<file path="src/rtl/sbus_arbiter_pkg.sv">
// Shared types and constants for the instruction/data memory-port arbiter.
// The owner encoding doubles as the arbiter state encoding.
package sbus_arbiter_pkg;

  typedef enum logic [1:0] {
    OWN_NONE = 2'd0,
    OWN_I    = 2'd1,
    OWN_D    = 2'd2
  } arb_owner_e;

  // Instruction fetches always read whole words; callers slice to their byte-enable width.
  localparam logic [63:0] ARB_BE_ALL = '1;

  function automatic int arb_cnt_width(input int max_val);
    int w;
    w = $clog2(max_val + 1);
    return (w < 1) ? 1 : w;
  endfunction

endpackage

</file>
<file path="src/rtl/sbus_arbiter.sv">
// Two-master (instruction fetch / data) arbiter for one registered memory port,
// with a fetch starvation guard and a watchdog against slaves that never ack.
module sbus_arbiter
  import sbus_arbiter_pkg::*;
#(
  parameter int ADDR_W   = 32,
  parameter int DATA_W   = 32,
  parameter int MAX_WAIT = 3,
  parameter int TIMEOUT  = 255
) (
  input  logic                clk,
  input  logic                rst,

  input  logic                i_req,
  input  logic [ADDR_W-1:0]   i_addr,
  output logic [DATA_W-1:0]   i_rdata,
  output logic                i_ack,
  output logic                i_err,

  input  logic                d_req,
  input  logic                d_we,
  input  logic [DATA_W/8-1:0] d_be,
  input  logic [ADDR_W-1:0]   d_addr,
  input  logic [DATA_W-1:0]   d_wdata,
  output logic [DATA_W-1:0]   d_rdata,
  output logic                d_ack,
  output logic                d_err,

  output logic                s_req,
  output logic                s_we,
  output logic [DATA_W/8-1:0] s_be,
  output logic [ADDR_W-1:0]   s_addr,
  output logic [DATA_W-1:0]   s_wdata,
  input  logic [DATA_W-1:0]   s_rdata,
  input  logic                s_ack,
  input  logic                s_err,

  output logic [1:0]          owner
);

  localparam int BE_W = DATA_W / 8;
  localparam int SW   = arb_cnt_width(MAX_WAIT);
  localparam int WW   = arb_cnt_width(TIMEOUT);
  localparam logic [SW-1:0] STARVE_MAX = SW'(MAX_WAIT);
  localparam logic [WW-1:0] WD_MAX     = WW'(TIMEOUT);
  localparam bit            WD_EN      = (TIMEOUT > 0);

  arb_owner_e          state_q, state_d;
  logic                s_req_q, s_req_d;
  logic                s_we_q, s_we_d;
  logic [BE_W-1:0]     s_be_q, s_be_d;
  logic [ADDR_W-1:0]   s_addr_q, s_addr_d;
  logic [DATA_W-1:0]   s_wdata_q, s_wdata_d;
  logic [SW-1:0]       starve_cnt_q, starve_cnt_d;
  logic [WW-1:0]       wd_cnt_q, wd_cnt_d;

  logic busy;
  logic timeout;
  logic done;
  logic fetch_wins;

  assign busy    = (state_q != OWN_NONE);
  assign timeout = WD_EN && busy && !s_ack && (wd_cnt_q == WD_MAX);
  assign done    = busy && (s_ack || timeout);

  // Data wins contention unless the fetch side has already lost MAX_WAIT times in a row.
  assign fetch_wins = i_req && (!d_req || (starve_cnt_q == STARVE_MAX));

  always_comb begin
    state_d      = state_q;
    s_req_d      = s_req_q;
    s_we_d       = s_we_q;
    s_be_d       = s_be_q;
    s_addr_d     = s_addr_q;
    s_wdata_d    = s_wdata_q;
    starve_cnt_d = starve_cnt_q;
    wd_cnt_d     = wd_cnt_q;

    case (state_q)
      OWN_NONE: begin
        if (fetch_wins) begin
          state_d      = OWN_I;
          s_req_d      = 1'b1;
          s_we_d       = 1'b0;
          s_be_d       = ARB_BE_ALL[BE_W-1:0];
          s_addr_d     = i_addr;
          s_wdata_d    = '0;
          starve_cnt_d = '0;
          wd_cnt_d     = '0;
        end else if (d_req) begin
          state_d   = OWN_D;
          s_req_d   = 1'b1;
          s_we_d    = d_we;
          s_be_d    = d_be;
          s_addr_d  = d_addr;
          s_wdata_d = d_wdata;
          wd_cnt_d  = '0;
          if (i_req && (starve_cnt_q != STARVE_MAX)) begin
            starve_cnt_d = starve_cnt_q + 1'b1;
          end
        end
      end

      OWN_I, OWN_D: begin
        if (done) begin
          state_d = OWN_NONE;
          s_req_d = 1'b0;
        end else if (WD_EN) begin
          wd_cnt_d = wd_cnt_q + 1'b1;
        end
      end

      default: begin
        state_d = OWN_NONE;
        s_req_d = 1'b0;
      end
    endcase
  end

  always_ff @(posedge clk or negedge rst) begin
    if (!rst) begin
      state_q      <= OWN_NONE;
      s_req_q      <= 1'b0;
      s_we_q       <= 1'b0;
      s_be_q       <= '0;
      s_addr_q     <= '0;
      s_wdata_q    <= '0;
      starve_cnt_q <= '0;
      wd_cnt_q     <= '0;
    end else begin
      state_q      <= state_d;
      s_req_q      <= s_req_d;
      s_we_q       <= s_we_d;
      s_be_q       <= s_be_d;
      s_addr_q     <= s_addr_d;
      s_wdata_q    <= s_wdata_d;
      starve_cnt_q <= starve_cnt_d;
      wd_cnt_q     <= wd_cnt_d;
    end
  end

  // Completion is returned combinationally; a watchdog expiry reports as an error.
  always_comb begin
    i_ack   = (state_q == OWN_I) && done;
    d_ack   = (state_q == OWN_D) && done;
    i_err   = i_ack && (s_ack ? s_err : 1'b1);
    d_err   = d_ack && (s_ack ? s_err : 1'b1);
    i_rdata = s_rdata;
    d_rdata = s_rdata;
  end

  assign s_req   = s_req_q;
  assign s_we    = s_we_q;
  assign s_be    = s_be_q;
  assign s_addr  = s_addr_q;
  assign s_wdata = s_wdata_q;
  assign owner   = state_q;

endmodule

</file>
<file path="config.mk">
export PLATFORM = sky130hd
export DESIGN_NAME = sbus_arbiter
export DESIGN_NICKNAME = d
export VERILOG_FILES = /design/src/rtl/sbus_arbiter_pkg.sv /design/src/rtl/sbus_arbiter.sv
export SDC_FILE = /design/constraint.sdc
export NUM_CORES = 1
export LEC_CHECK = 0
export ABC_CLOCK_PERIOD_IN_PS = 2100
export CORE_ASPECT_RATIO = 1.1
export CORE_UTILIZATION = 36
export DETAILED_ROUTE_END_ITERATION = 10
export PLACE_DENSITY_LB_ADDON = 0.12
export SYNTH_ARGS = -nofsm -noshare
export SYNTH_HDL_FRONTEND = slang
export SYNTH_SLANG_ARGS = --single-unit
</file>
<file path="constraint.sdc">
create_clock -name clk -period 2.1 [get_ports clk]
set_clock_uncertainty 0.1 [all_clocks]
set_input_delay 0.21 -clock clk [delete_from_list [all_inputs] [get_ports clk]]
set_output_delay 0.21 -clock clk [all_outputs]
set_load 0.005 [all_outputs]
</file>
==> impl_metrics.tcl <==
set metrics [dict create \
    run_status "finished, final reports clean" \
    timing_worst_setup_path_type "flip-flop to output pin" \
    crit_family "buffers and inverters" \
    yosys.area_share.adder_pct 1.52 \
    hold_path_class "primary input to async pin" \
    irDropWorstVdd_mv 0.664 \
    die_height_um 114 \
    cts_tree "done" \
    syn_inst 377 \
    async_reset_ff_share_pct 100 \
    netSwitchingFraction_pct 31.3 \
    critPathMaxFanout 3 \
    avgSynthCellArea_um2 10.9 \
    p_per_area_mw_per_mm2 1330 \
    gr-usage-all-layers_pct 17.2 \
    rows 40 \
    core_mm2 0.0110 \
    ios 279 \
    setup_viol 0 \
    num_vias 3152 \
    grt_pass1_wl_um 16100 \
    layout.nets 656 \
    ys_ff_latch 82 \
    dp_worst_setup_slack_ns 0.00163 \
    ant_nets 0 \
    fmax_mhz 499 \
    drive_gt1_share_pct 11.4 \
    period_minus_slack_ns 2.01 \
    drt_wl_total_um 10300 \
    cp_num_buf_inv 3 \
    place_inst 639 \
    cp-start-kind "flip-flop" \
    place_hpwl_um 7600 \
    power_frac_seq_pct 33.2 \
    gp_congestion 0.777 \
    synthSimpleGateAreaFrac_pct 8.65 \
    hold_viol 0 \
    die_w_um 104 \
    cap_violations 0 \
    drt-pass1-iter-count 4 \
    rsz0062_at_grt "no" \
    maxSlewHeadroom_pct 61.6 \
    grt.overflow.total 0 \
    dieArea_mm2 0.0119 \
    htreeDepth 3 \
    cp_cell_sequence "inv_2, ha_4, nand4b_1, o22ai_2, buf_4, and2_1, dlygate4sd2_1" \
    crit_required_ns 1.79 \
    synth_edf_count 0 \
    portBuffers 182 \
    drc 0 \
    worstMarginPinSlew_ns 0.577 \
    nFillCells 979 \
    grt_start_max_net_pins 58 \
    cpMaxStageDelayCell "dfrtp_1" \
    cts_root_buffer "clkbuf_16" \
    cts_buffers 9 \
    yosysUniqueCellTypes 42 \
    synth_top_family_by_area "compound AO/OA/AOI/OAI gates" \
    worstSkewPairLatency_ns 0.33 \
    final-instance-count-excl-fill 663 \
    grt_pass1_vias 3163 \
    areaGrowthSynthToFinish_pct 47.6 \
    fin_util_pct 55.3 \
    synth_xor_area_share_pct 0 \
    syn_nets 521 \
    antenna_found_initial 0 \
    combPwrFrac_pct 47.7 \
    multi_input_area_mm2 0.00147 \
    ys_seq_area_share_pct 49.8 \
    drtIter0Drc 137 \
    start_util_pct 37.4 \
    path_clk_slew_ns 0.06 \
    hold_ws_ns 0.312 \
    seqCellArea_mm2 0.00205 \
    cts.sinks 82 \
    via_per_inst 4.75 \
    netlist_area_mm2 0.00412 \
    slowest_delay_ns 0.36 \
    p_sw_uw 2530 \
    clock_tree.buffer_depth 2 \
    synth_compound_area_share_pct 16.8 \
    cellInternalPower_uw 5560 \
    timing.final.ws_setup_ns 0.0950 \
    ys_warn_count 0 \
    p_leak_uw 0.00274 \
    p_clk_share_pct 19.2 \
    synth_flop_cell "dfrtp_1" \
    muxShareOfSynthArea_pct 8.04 \
    cp.arrival_ns 1.70 \
    critPathCaptureType "output pin" \
    slew_viol_final 0 \
    diodes 0 \
    period_share_pct 95.5 \
    wl_per_cell_um 15.6 \
]
-- path summary, 6_finish.rpt --
check,start,to,slack [ns],cells after the start
hold / removal,rst,s_be[3],0.31,2
max in group asynchronous,rst,s_addr[4],0.99,3
hold reg to reg,s_addr[6],s_addr[6],0.38,2
min in group clk,s_rdata[10],d_rdata[10],0.32,0
setup reg to reg,owner[1],wd_cnt_q[3],0.25,7
setup / recovery,owner[1],i_ack,0.09,7
-- Yosys cell counts, types with 2 or more instances --
master    instances  area share (%)
clkbuf_1          5            0.46
nor2_1            3            0.27
o22ai_1           2            0.30
o211ai_1          4            0.73
a22o_1           35             7.4
nand3b_1          2            0.36
and2_1            3            0.46
or4_1             2            0.36
o21ai_0          32             3.9
buf_4            64              12
buf_2            11             1.3
dfrtp_1          82              50
nand4_1           2            0.30
nand2b_1          3            0.46
and3_1            3            0.46
inv_1             4            0.36
mux2i_1          32             7.8
ha_1              5             1.5
buf_6             5             1.4
o21ai_1           5            0.61
nand2_1          38             3.5
nand3_1          11             1.3
a211o_1           2            0.42
o22a_1            4            0.85
-- repair_timing --
action	4_1_cts	5_1_grt
gates resized for setup	16	2
hold buffers	1	0
endpoints found under the setup margin	4	3
setup buffers	5	4
cloned	0	0
pin swaps	5	1
endpoints found under the hold margin	42	0
-- per-layer routing --
layer | track usage (%) | wire length, µm | up-vias
met4 | 8.67 | 258 | 0
met3 | 3.98 | 610 | 36
met1 | 19.4 | 4120 | 1458
met2 | 30.8 | 5350 | 121
met5 | 0 | 0 | -
li1 | - | - | 1537
-- cell families after synthesis --
family / after synthesis
compound gates: 93
buf+inv: 90
mux: 33
simple gates: 74
flops: 82
fa+ha+maj: 5
-- power groups by stage --
stage	combinational (µW)	clock, µW	sequential, µW
4_1_cts	3870	1610	2690
5_1_grt	4190	1680	2780
3_3_place_gp	3720	0	2690
2_1_floorplan	1630	0	2760
6_report	3860	1550	2680
3_5_place_dp	3760	0	2710
-- state kept, by name (all words and copies together) (netlist names) --
signal / cells
s_addr: 32
wd_cnt_q: 8
s_req: 1
s_wdata: 32
starve_cnt_q: 2
s_be: 4
owner: 2
s_we: 1
-- placed cells by master, fill, tap and decap left out, types with 2 or more instances in the layout --
master	synthesis	routed
a211o_1	2	2
a22o_1	35	35
and2_1	3	3
and3_1	3	2
buf_12	0	5
buf_2	11	2
buf_4	64	22
clkbuf_16	0	9
clkdlybuf4s50_1	0	177
dfrtp_1	82	82
ha_1	5	4
inv_1	4	2
inv_2	1	3
mux2i_1	32	32
nand2_1	38	38
nand2b_1	3	3
nand3_1	11	11
nand3b_1	2	2
nand4_1	2	2
nor2_1	3	3
o211ai_1	4	4
o21ai_0	32	32
o21ai_1	5	5
o22a_1	4	4
or4_1	2	2
-- per-stage QoR --
stage | TNS [ns] | instance area, µm² | total power (µW)
after CTS | -0.0501 | 6060 | 8170
after floorplan | 0 | 4120 | 4390
after global placement | 0 | 5710 | 6410
final | 0 | 6080 | 8090
after global routing | 0 | 6080 | 8640
after detailed placement | 0 | 5710 | 6470
-- area by class of cell --
| type | instances | area share (%) |
|---|---|---|
| inverter | 5 | 0.308 |
| clock buffer | 11 | 3.99 |
| clock inverter | 4 | 0.843 |
| multi-input combinational | 205 | 24.1 |
| tap | 147 | 3.02 |
| sequential | 82 | 33.7 |
| timing repair buffer | 209 | 34.0 |
Power figures use the tool's default switching activity.
